$ cat src/rtl/block_c.sv
// rtl/block_c.sv - NUM_CH valid/ready inputs, per-channel FIFOs, round-robin merge onto one tagged output
// Optional feature macro: BLOCK_C_PARITY_EN (per-word parity storage, data_par, par_err)
module block_c #(
   parameter int DATA_WIDTH = 5,
   parameter int NUM_CH     = 4,
   parameter int DEPTH      = 4,
   parameter int CH_W       = (NUM_CH > 1) ? $clog2(NUM_CH) : 1
) (
   input  logic                         clk,
   input  logic                         rst,
   input  logic [NUM_CH*DATA_WIDTH-1:0] data_in,
   input  logic [NUM_CH-1:0]            data_in_vld,
   output logic [NUM_CH-1:0]            data_in_rdy,
`ifdef BLOCK_C_PARITY_EN
   input  logic [NUM_CH-1:0]            data_in_par,
   output logic                         data_par,
   output logic                         par_err,
`endif
   output logic [DATA_WIDTH-1:0]        data_out,
   output logic [CH_W-1:0]              data_ch,
   output logic                         data_en,
   input  logic                         data_out_rdy
);
   localparam int PTR_W = $clog2(DEPTH);
   localparam int CNT_W = PTR_W + 1;
   localparam logic [CNT_W-1:0] CNT_FULL = CNT_W'(DEPTH);

   logic [DATA_WIDTH-1:0] mem_q    [NUM_CH][DEPTH];
   logic [DATA_WIDTH-1:0] mem_d    [NUM_CH][DEPTH];
   logic [PTR_W-1:0]      wr_ptr_q [NUM_CH];
   logic [PTR_W-1:0]      wr_ptr_d [NUM_CH];
   logic [PTR_W-1:0]      rd_ptr_q [NUM_CH];
   logic [PTR_W-1:0]      rd_ptr_d [NUM_CH];
   logic [CNT_W-1:0]      cnt_q    [NUM_CH];
   logic [CNT_W-1:0]      cnt_d    [NUM_CH];
   logic [NUM_CH-1:0]     rdy_q, rdy_d;

   logic [DATA_WIDTH-1:0] data_out_q, data_out_d;
   logic [CH_W-1:0]       data_ch_q, data_ch_d;
   logic [CH_W-1:0]       last_grant_q, last_grant_d;
   logic                  data_en_q, data_en_d;

   logic [NUM_CH-1:0]     push, pop, nonempty;
   logic                  load, found;
   logic [CH_W-1:0]       grant, cand_idx;
   logic [DATA_WIDTH-1:0] head_word;
   int                    cand;

   assign push = data_in_vld & rdy_q;

   always_comb begin
      for (int i = 0; i < NUM_CH; i++) begin
         nonempty[i] = (cnt_q[i] != '0);
      end
   end

   // Round-robin search starting just after the last granted channel
   always_comb begin
      grant    = '0;
      found    = 1'b0;
      cand     = 0;
      cand_idx = '0;
      for (int k = 0; k < NUM_CH; k++) begin
         cand = int'(last_grant_q) + 1 + k;
         if (cand >= NUM_CH) begin
            cand = cand - NUM_CH;
         end
         cand_idx = CH_W'(cand);
         if (!found && nonempty[cand_idx]) begin
            found = 1'b1;
            grant = cand_idx;
         end
      end
   end

   assign load      = (!data_en_q || data_out_rdy) && (|nonempty);
   assign pop       = load ? (NUM_CH'(1) << grant) : '0;
   assign head_word = mem_q[grant][rd_ptr_q[grant]];

   always_comb begin
      mem_d = mem_q;
      for (int i = 0; i < NUM_CH; i++) begin
         wr_ptr_d[i] = wr_ptr_q[i];
         rd_ptr_d[i] = rd_ptr_q[i];
         cnt_d[i]    = cnt_q[i];
         if (push[i]) begin
            mem_d[i][wr_ptr_q[i]] = data_in[i*DATA_WIDTH +: DATA_WIDTH];
            wr_ptr_d[i]           = wr_ptr_q[i] + PTR_W'(1);
         end
         if (pop[i]) begin
            rd_ptr_d[i] = rd_ptr_q[i] + PTR_W'(1);
         end
         if (push[i] && !pop[i]) begin
            cnt_d[i] = cnt_q[i] + CNT_W'(1);
         end else if (!push[i] && pop[i]) begin
            cnt_d[i] = cnt_q[i] - CNT_W'(1);
         end
         rdy_d[i] = (cnt_d[i] != CNT_FULL);
      end
   end

   always_comb begin
      data_out_d   = data_out_q;
      data_ch_d    = data_ch_q;
      data_en_d    = data_en_q;
      last_grant_d = last_grant_q;
      if (load) begin
         data_out_d   = head_word;
         data_ch_d    = grant;
         data_en_d    = 1'b1;
         last_grant_d = grant;
      end else if (data_out_rdy) begin
         data_en_d = 1'b0;
      end
   end

   // last_grant resets to the top channel so the first search lands on channel 0
   always_ff @(posedge clk) begin
      if (rst) begin
         wr_ptr_q     <= '{default: '0};
         rd_ptr_q     <= '{default: '0};
         cnt_q        <= '{default: '0};
         rdy_q        <= '0;
         data_out_q   <= '0;
         data_ch_q    <= '0;
         data_en_q    <= 1'b0;
         last_grant_q <= CH_W'(NUM_CH - 1);
      end else begin
         wr_ptr_q     <= wr_ptr_d;
         rd_ptr_q     <= rd_ptr_d;
         cnt_q        <= cnt_d;
         rdy_q        <= rdy_d;
         data_out_q   <= data_out_d;
         data_ch_q    <= data_ch_d;
         data_en_q    <= data_en_d;
         last_grant_q <= last_grant_d;
      end
   end

   always_ff @(posedge clk) begin
      mem_q <= mem_d;
   end

   assign data_in_rdy = rdy_q;
   assign data_out    = data_out_q;
   assign data_ch     = data_ch_q;
   assign data_en     = data_en_q;

`ifdef BLOCK_C_PARITY_EN
   logic par_mem_q [NUM_CH][DEPTH];
   logic par_mem_d [NUM_CH][DEPTH];
   logic data_par_q, data_par_d;
   logic par_err_q, par_err_d;
   logic head_par;

   assign head_par = par_mem_q[grant][rd_ptr_q[grant]];

   always_comb begin
      par_mem_d = par_mem_q;
      for (int i = 0; i < NUM_CH; i++) begin
         if (push[i]) begin
            par_mem_d[i][wr_ptr_q[i]] = data_in_par[i];
         end
      end
   end

   // A mismatching word is still forwarded; par_err only flags it for one cycle
   always_comb begin
      data_par_d = data_par_q;
      par_err_d  = 1'b0;
      if (load) begin
         data_par_d = ^head_word;
         par_err_d  = (head_par != (^head_word));
      end
   end

   always_ff @(posedge clk) begin
      if (rst) begin
         par_mem_q  <= '{default: 1'b0};
         data_par_q <= 1'b0;
         par_err_q  <= 1'b0;
      end else begin
         par_mem_q  <= par_mem_d;
         data_par_q <= data_par_d;
         par_err_q  <= par_err_d;
      end
   end

   assign data_par = data_par_q;
   assign par_err  = par_err_q;
`endif

endmodule

$ cat config.mk
export PLATFORM = sky130hd
export DESIGN_NAME = block_c
export DESIGN_NICKNAME = d
export VERILOG_FILES = /design/src/rtl/block_c.sv
export SDC_FILE = /design/constraint.sdc
export NUM_CORES = 1
export LEC_CHECK = 0
export CAP_MARGIN = 20
export CELL_PAD_IN_SITES_DETAIL_PLACEMENT = 0
export CELL_PAD_IN_SITES_GLOBAL_PLACEMENT = 1
export CORE_MARGIN = 2
export CORE_UTILIZATION = 49
export DETAILED_ROUTE_END_ITERATION = 8
export GPL_ROUTABILITY_DRIVEN = 0
export GPL_TIMING_DRIVEN = 0
export PLACE_DENSITY = 0.89
export SLEW_MARGIN = 20
export SYNTH_ARGS = -nofsm -noshare
export SYNTH_HDL_FRONTEND = slang
export SYNTH_SLANG_ARGS = --single-unit
$ cat constraint.sdc
create_clock -name clk -period 2.8 [get_ports clk]
set_input_delay 0.56 -clock clk [delete_from_list [all_inputs] [get_ports clk]]
set_output_delay 0.56 -clock clk [all_outputs]
set_load 0.05 [all_outputs]
# Yosys cells after proc, flatten, opt, wreduce, memory -nomap -nowiden
# Index checks and enable logic that the tools add are counted.
# totals
regBits	122
out_inout_bits	12
# op_classes
addsub	24
bitwise	7
mux	51
magnitude_cmp	18
shift	1
n_eq_ne	4
reduce_logical	35
# op_table
cell	count
$bwmux 20	4
$bmux 20 s2	1
$demux 5 s2	4
$mux 20	2
$mux 5	6
$mux 3	8
$ge 3x3->1 const B	7
$mux 2	10
$not 2->3	6
$add 2x1->2 const B	8
$logic_and 1x1->1	16
$add 3x1->3 const B	4
$ge 4x3->1 const B	3
$logic_not 1->1	12
$lt 2x3->1 const B	4
$lt 3x1->1 const B	4
$ne 3x3->1 const B	4
$reduce_bool 3->1	4
$sub 3x1->3 const B	4
$bmux 5 s2	1
$mux 1	9
$add 3x2->4 const B	2
$bmux 1 s2	4
$sub 2x1->2 const B	4
other kinds (9)	9

# Longest topological paths before layout
# logic_depth
ltp_word	23
ltp_mapped	11

# Worst setup path before layout
# Ideal clock, no wire load.
# synth_timing
kind	register to register
startpoint	register cnt_q[0] (netlist bit)
endpoint	register rdy_q[2] (netlist: data_in_rdy[2])
setup_time_ns	0.132
setup_slack_ns	0.397
arrival_ns	2.271
stages_incl_launch_ff	12
synth_period_minus_slack_ns	2.403
cell_sequence	dfxtp_1 -> inv_1 -> ha_1 -> nor2b_1 -> or4b_1 -> and4_1 -> buf_6 -> and3_4 -> buf_6 -> maj3_2 -> mux2i_1 -> a21oi_1
# synth_between
elab_chain_len	19
# synth_rtl
element	line_no	source
start: declaration	34	logic [CNT_W-1:0] cnt_q [NUM_CH];
start signal: assignment	131	cnt_q <= cnt_d;
$reduce_bool 3->1 *	53	nonempty[i] = (cnt_q[i] != '0);
$bmux 1 s2	69	if (!found && nonempty[cand_idx]) begin
$mux 1 (not written as such)	69	
$mux 1	69	
$logic_not 1->1	69	
$logic_and 1x1->1	69	
$mux 1	69	
$logic_not 1->1	69	
[3 not listed]	n/a	
$logic_and 1x1->1	69	
$mux 2	69	
$shl 1x2->4	77	assign pop = load ? (NUM_CH'(1) << grant) : '0;
$mux 4 *	77	
$logic_and 1x1->1 / $logic_not 1->1 (equally long branches)	95, 93	
$mux 3 / $logic_and 1x1->1 (equally long branches)	95, 93	
$mux 3 *	93	if (push[i] && !pop[i]) begin
$ne 3x3->1 *	98	rdy_d[i] = (cnt_d[i] != CNT_FULL);
end signal: assignment	132	rdy_q <= rdy_d;
end: declaration	36	logic [NUM_CH-1:0] rdy_q, rdy_d;
# Mark *: on every way between the ends. The rest lies on a longest branch, timed or not. The select of a mux whose other input is x is not followed.
# A chain may end at the register's enable or synchronous reset.

# Worst setup path in the final report
# Same ends and word-level chain as after synthesis.

==> impl_metrics.py <==
metrics = {
    "grt": {
        "antenna_found_initial": 0,
        "grt_pass1_wl_um": 17200,
        "grt_overflow": 0,
        "grt_pass1_vias": 3512,
        "grt_max_degree": 17,
        "track_usage_pct": 18.0,
    },
    "sta": {
        "worst_pin_slew_ns": 0.917,
        "skew_ns": 0.0153,
        "max_freq_mhz": 383,
        "setup_viol": 0,
        "hold_violations": 0,
        "finalSetupTns_ns": 0,
        "finalCritPeriodShare_pct": 93.4,
        "fin_ws_ns": 0.186,
        "slew_headroom_pct": 38.7,
        "drv_slew": 0,
        "rsz0062_at_grt": "no",
        "min_period_ns": 2.61,
    },
    "logic_synthesis": {
        "synth_top_area_cell": "edfxtp_1",
        "synth_edf_count": 80,
        "yosysTopAreaCellShare_pct": 42.6,
        "syn-cell-area_um2": 5640,
        "synth_cell_types": 48,
        "async_flop_share_pct": 0,
        "syn_area_per_cell_um2": 13.2,
        "synth_common_cells": "edfxtp_1, dfxtp_1, nor2_1",
        "yosys.cell_count.top_type": "edfxtp_1",
        "yosysWarnings": 0,
        "synth_cells": 428,
        "syn-num-nets": 483,
        "synth-seq-area-share_pct": 57.5,
        "yosys_most_used_dff": "edfxtp_1",
        "synthTopCellsByArea": "edfxtp_1, dfxtp_1, mux4_2",
        "ys_ff_latch": 122,
    },
    "clock_tree": {
        "numCtsBuffers": 17,
        "cts-root-buf": "clkbuf_16",
        "cts_sinks": 122,
        "clkTransAtPathRegs_ns": 0.06,
        "clock_path_buffers": 2,
        "insertion_delay_ns": 0.41,
        "cts_htree_levels": 4,
        "tritoncts": "built",
        "post_cts_buffers": 0,
    },
    "detailed_routing": {
        "wl_per_cell_um": 16.5,
        "vias": 3500,
        "post-route-drc-count": 0,
        "firstDrtPassIters": 5,
        "ant_nets": 0,
        "viasPerCell": 5.47,
        "wirelength_um": 10600,
        "first_iter_violations": 164,
    },
    "die": {
        "core_area_um2": 11300,
        "die_w_um": 111,
        "io_pins": 39,
        "die_area_um2": 12400,
        "row_count": 39,
        "initial_utilization_pct": 49.8,
        "die_h_um": 111,
    },
    "critical_path": {
        "critical_path_class": "register to register",
        "crit_path_end_kind": "register",
        "arrival_ns": 2.88,
        "cp.required_ns": 3.06,
        "start_kind": "register",
        "path_max_fanout": 9,
    },
    "cells_and_area": {
        "synthToLayoutAreaGrowth_pct": 21.1,
        "finish.utilization_pct": 60.3,
        "final.fill_count": 876,
        "finalInstanceArea_um2": 6830,
        "drive_above_1_share_pct": 13.3,
        "num_antenna_cells": 0,
        "final_nets": 539,
    },
    "power_and_ir_drop": {
        "ir_drop_mv": 0.555,
        "powerDensity_nw_per_um2": 1120,
        "leakagePower_nw": 2.49,
        "finalPower_mw": 7.68,
    },
    "placed_design": {
        "dp_hpwl_um": 7490,
        "dpl_cell_area_um2": 6190,
        "io_buffers": 37,
        "post-place-ws_ns": 0.170,
    },
    "status": {
        "outcome": "finished clean",
    },
    "worst_hold_path": {
        "min_path_type": "register to register",
    },
    "job": {
        "drv_cap": 0,
    },
}
-- final cells by class --
type,instances,area (µm²),area share (%)
clock inverters,14,196,2.88
plain buffers,23,111,1.63
multi-input cells,266,2220,32.6
flip-flops and latches,122,3240,47.5
repair buffers,37,370,5.42
clock buffers,18,439,6.43
well taps,143,179,2.62
inverters,17,63.8,0.935
-- cell usage in the layout (no fill, tap or decap), drive strengths merged, types with 16 or more instances in the layout --
master | Yosys | layout
clkdlybuf4s50 | 0 | 37
a21oi | 16 | 16
ha | 28 | 28
clkbuf | 10 | 28
dfxtp | 42 | 42
inv | 17 | 18
mux4 | 20 | 20
mux2i | 25 | 25
nor2 | 36 | 36
and3 | 17 | 17
xnor2 | 22 | 22
edfxtp | 80 | 80
nand2 | 28 | 28
-- cells by family after synthesis --
group / share of synthesized area, %
AOI/OAI and AO/OA: 4.77
DFF: 57.5
xor gates and xnor gates: 4.35
buffers and inverters: 3.11
muxes: 12.4
adders and majority gates: 6.95
and+or+nand+nor: 10.9
-- worst max-delay path: stages, from the launching register on --
cell and delay (ns):
dfxtp_1 0.37, inv_1 0.10, ha_1 0.24, nor2b_1 0.15, or4b_1 0.46, and4_1 0.17, buf_6 0.15, and3_4 0.15
buf_6 0.13, maj3_2 0.30, mux2i_1 0.18, a21oi_1 0.08
-- final timing paths --
check | from | end | slack, ns | cells past startpoint
setup reg to reg | cnt_q[0] | data_in_rdy[2] | 0.19 | 11
setup / recovery | cnt_q[0] | data_in_rdy[2] | 0.19 | 11
hold / removal | wr_ptr_q[7] | wr_ptr_q[7] | 0.50 | 2
hold reg to reg | wr_ptr_q[7] | wr_ptr_q[7] | 0.50 | 2
-- flip-flops by register name, summed over array words and instances (netlist names) --
signal	cells
cnt_q	12
data_ch	2
data_en	1
data_in_rdy	4
data_out	5
last_grant_q	2
mem_q	80
rd_ptr_q	8
wr_ptr_q	8
-- power by group --
group | switching (mW) | total [mW] | internal (mW)
Combinational | 1.70 | 3.00 | 1.30
Clock | 0.773 | 2.29 | 1.51
Sequential | 0.183 | 2.39 | 2.20
Total | 2.66 | 7.68 | 5.02
-- stage by stage --
step,cells,hold WS [ns]
after detailed placement,608,0.485
after global placement,608,0.474
after floorplan,428,0.469
after CTS,640,0.498
after global routing,640,0.513
final,640,0.498
-- metal layers --
| layer | routed length [µm] | vias up | global-route usage [%] |
|---|---|---|---|
| li1 | - | 1674 | - |
| met1 | 4650 | 1730 | 22.3 |
| met2 | 5290 | 81 | 30.6 |
| met3 | 515 | 15 | 4.70 |
| met4 | 137 | 0 | 6.26 |
| met5 | 0 | - | 0 |
-- timing repair --
item	in CTS	in global routing
endpoints found under the setup margin	0	6
hold buffers	0	0
gates resized for setup	0	1
endpoints found under the hold margin	0	0
No activity file was read; power rests on OpenSTA's default activity.
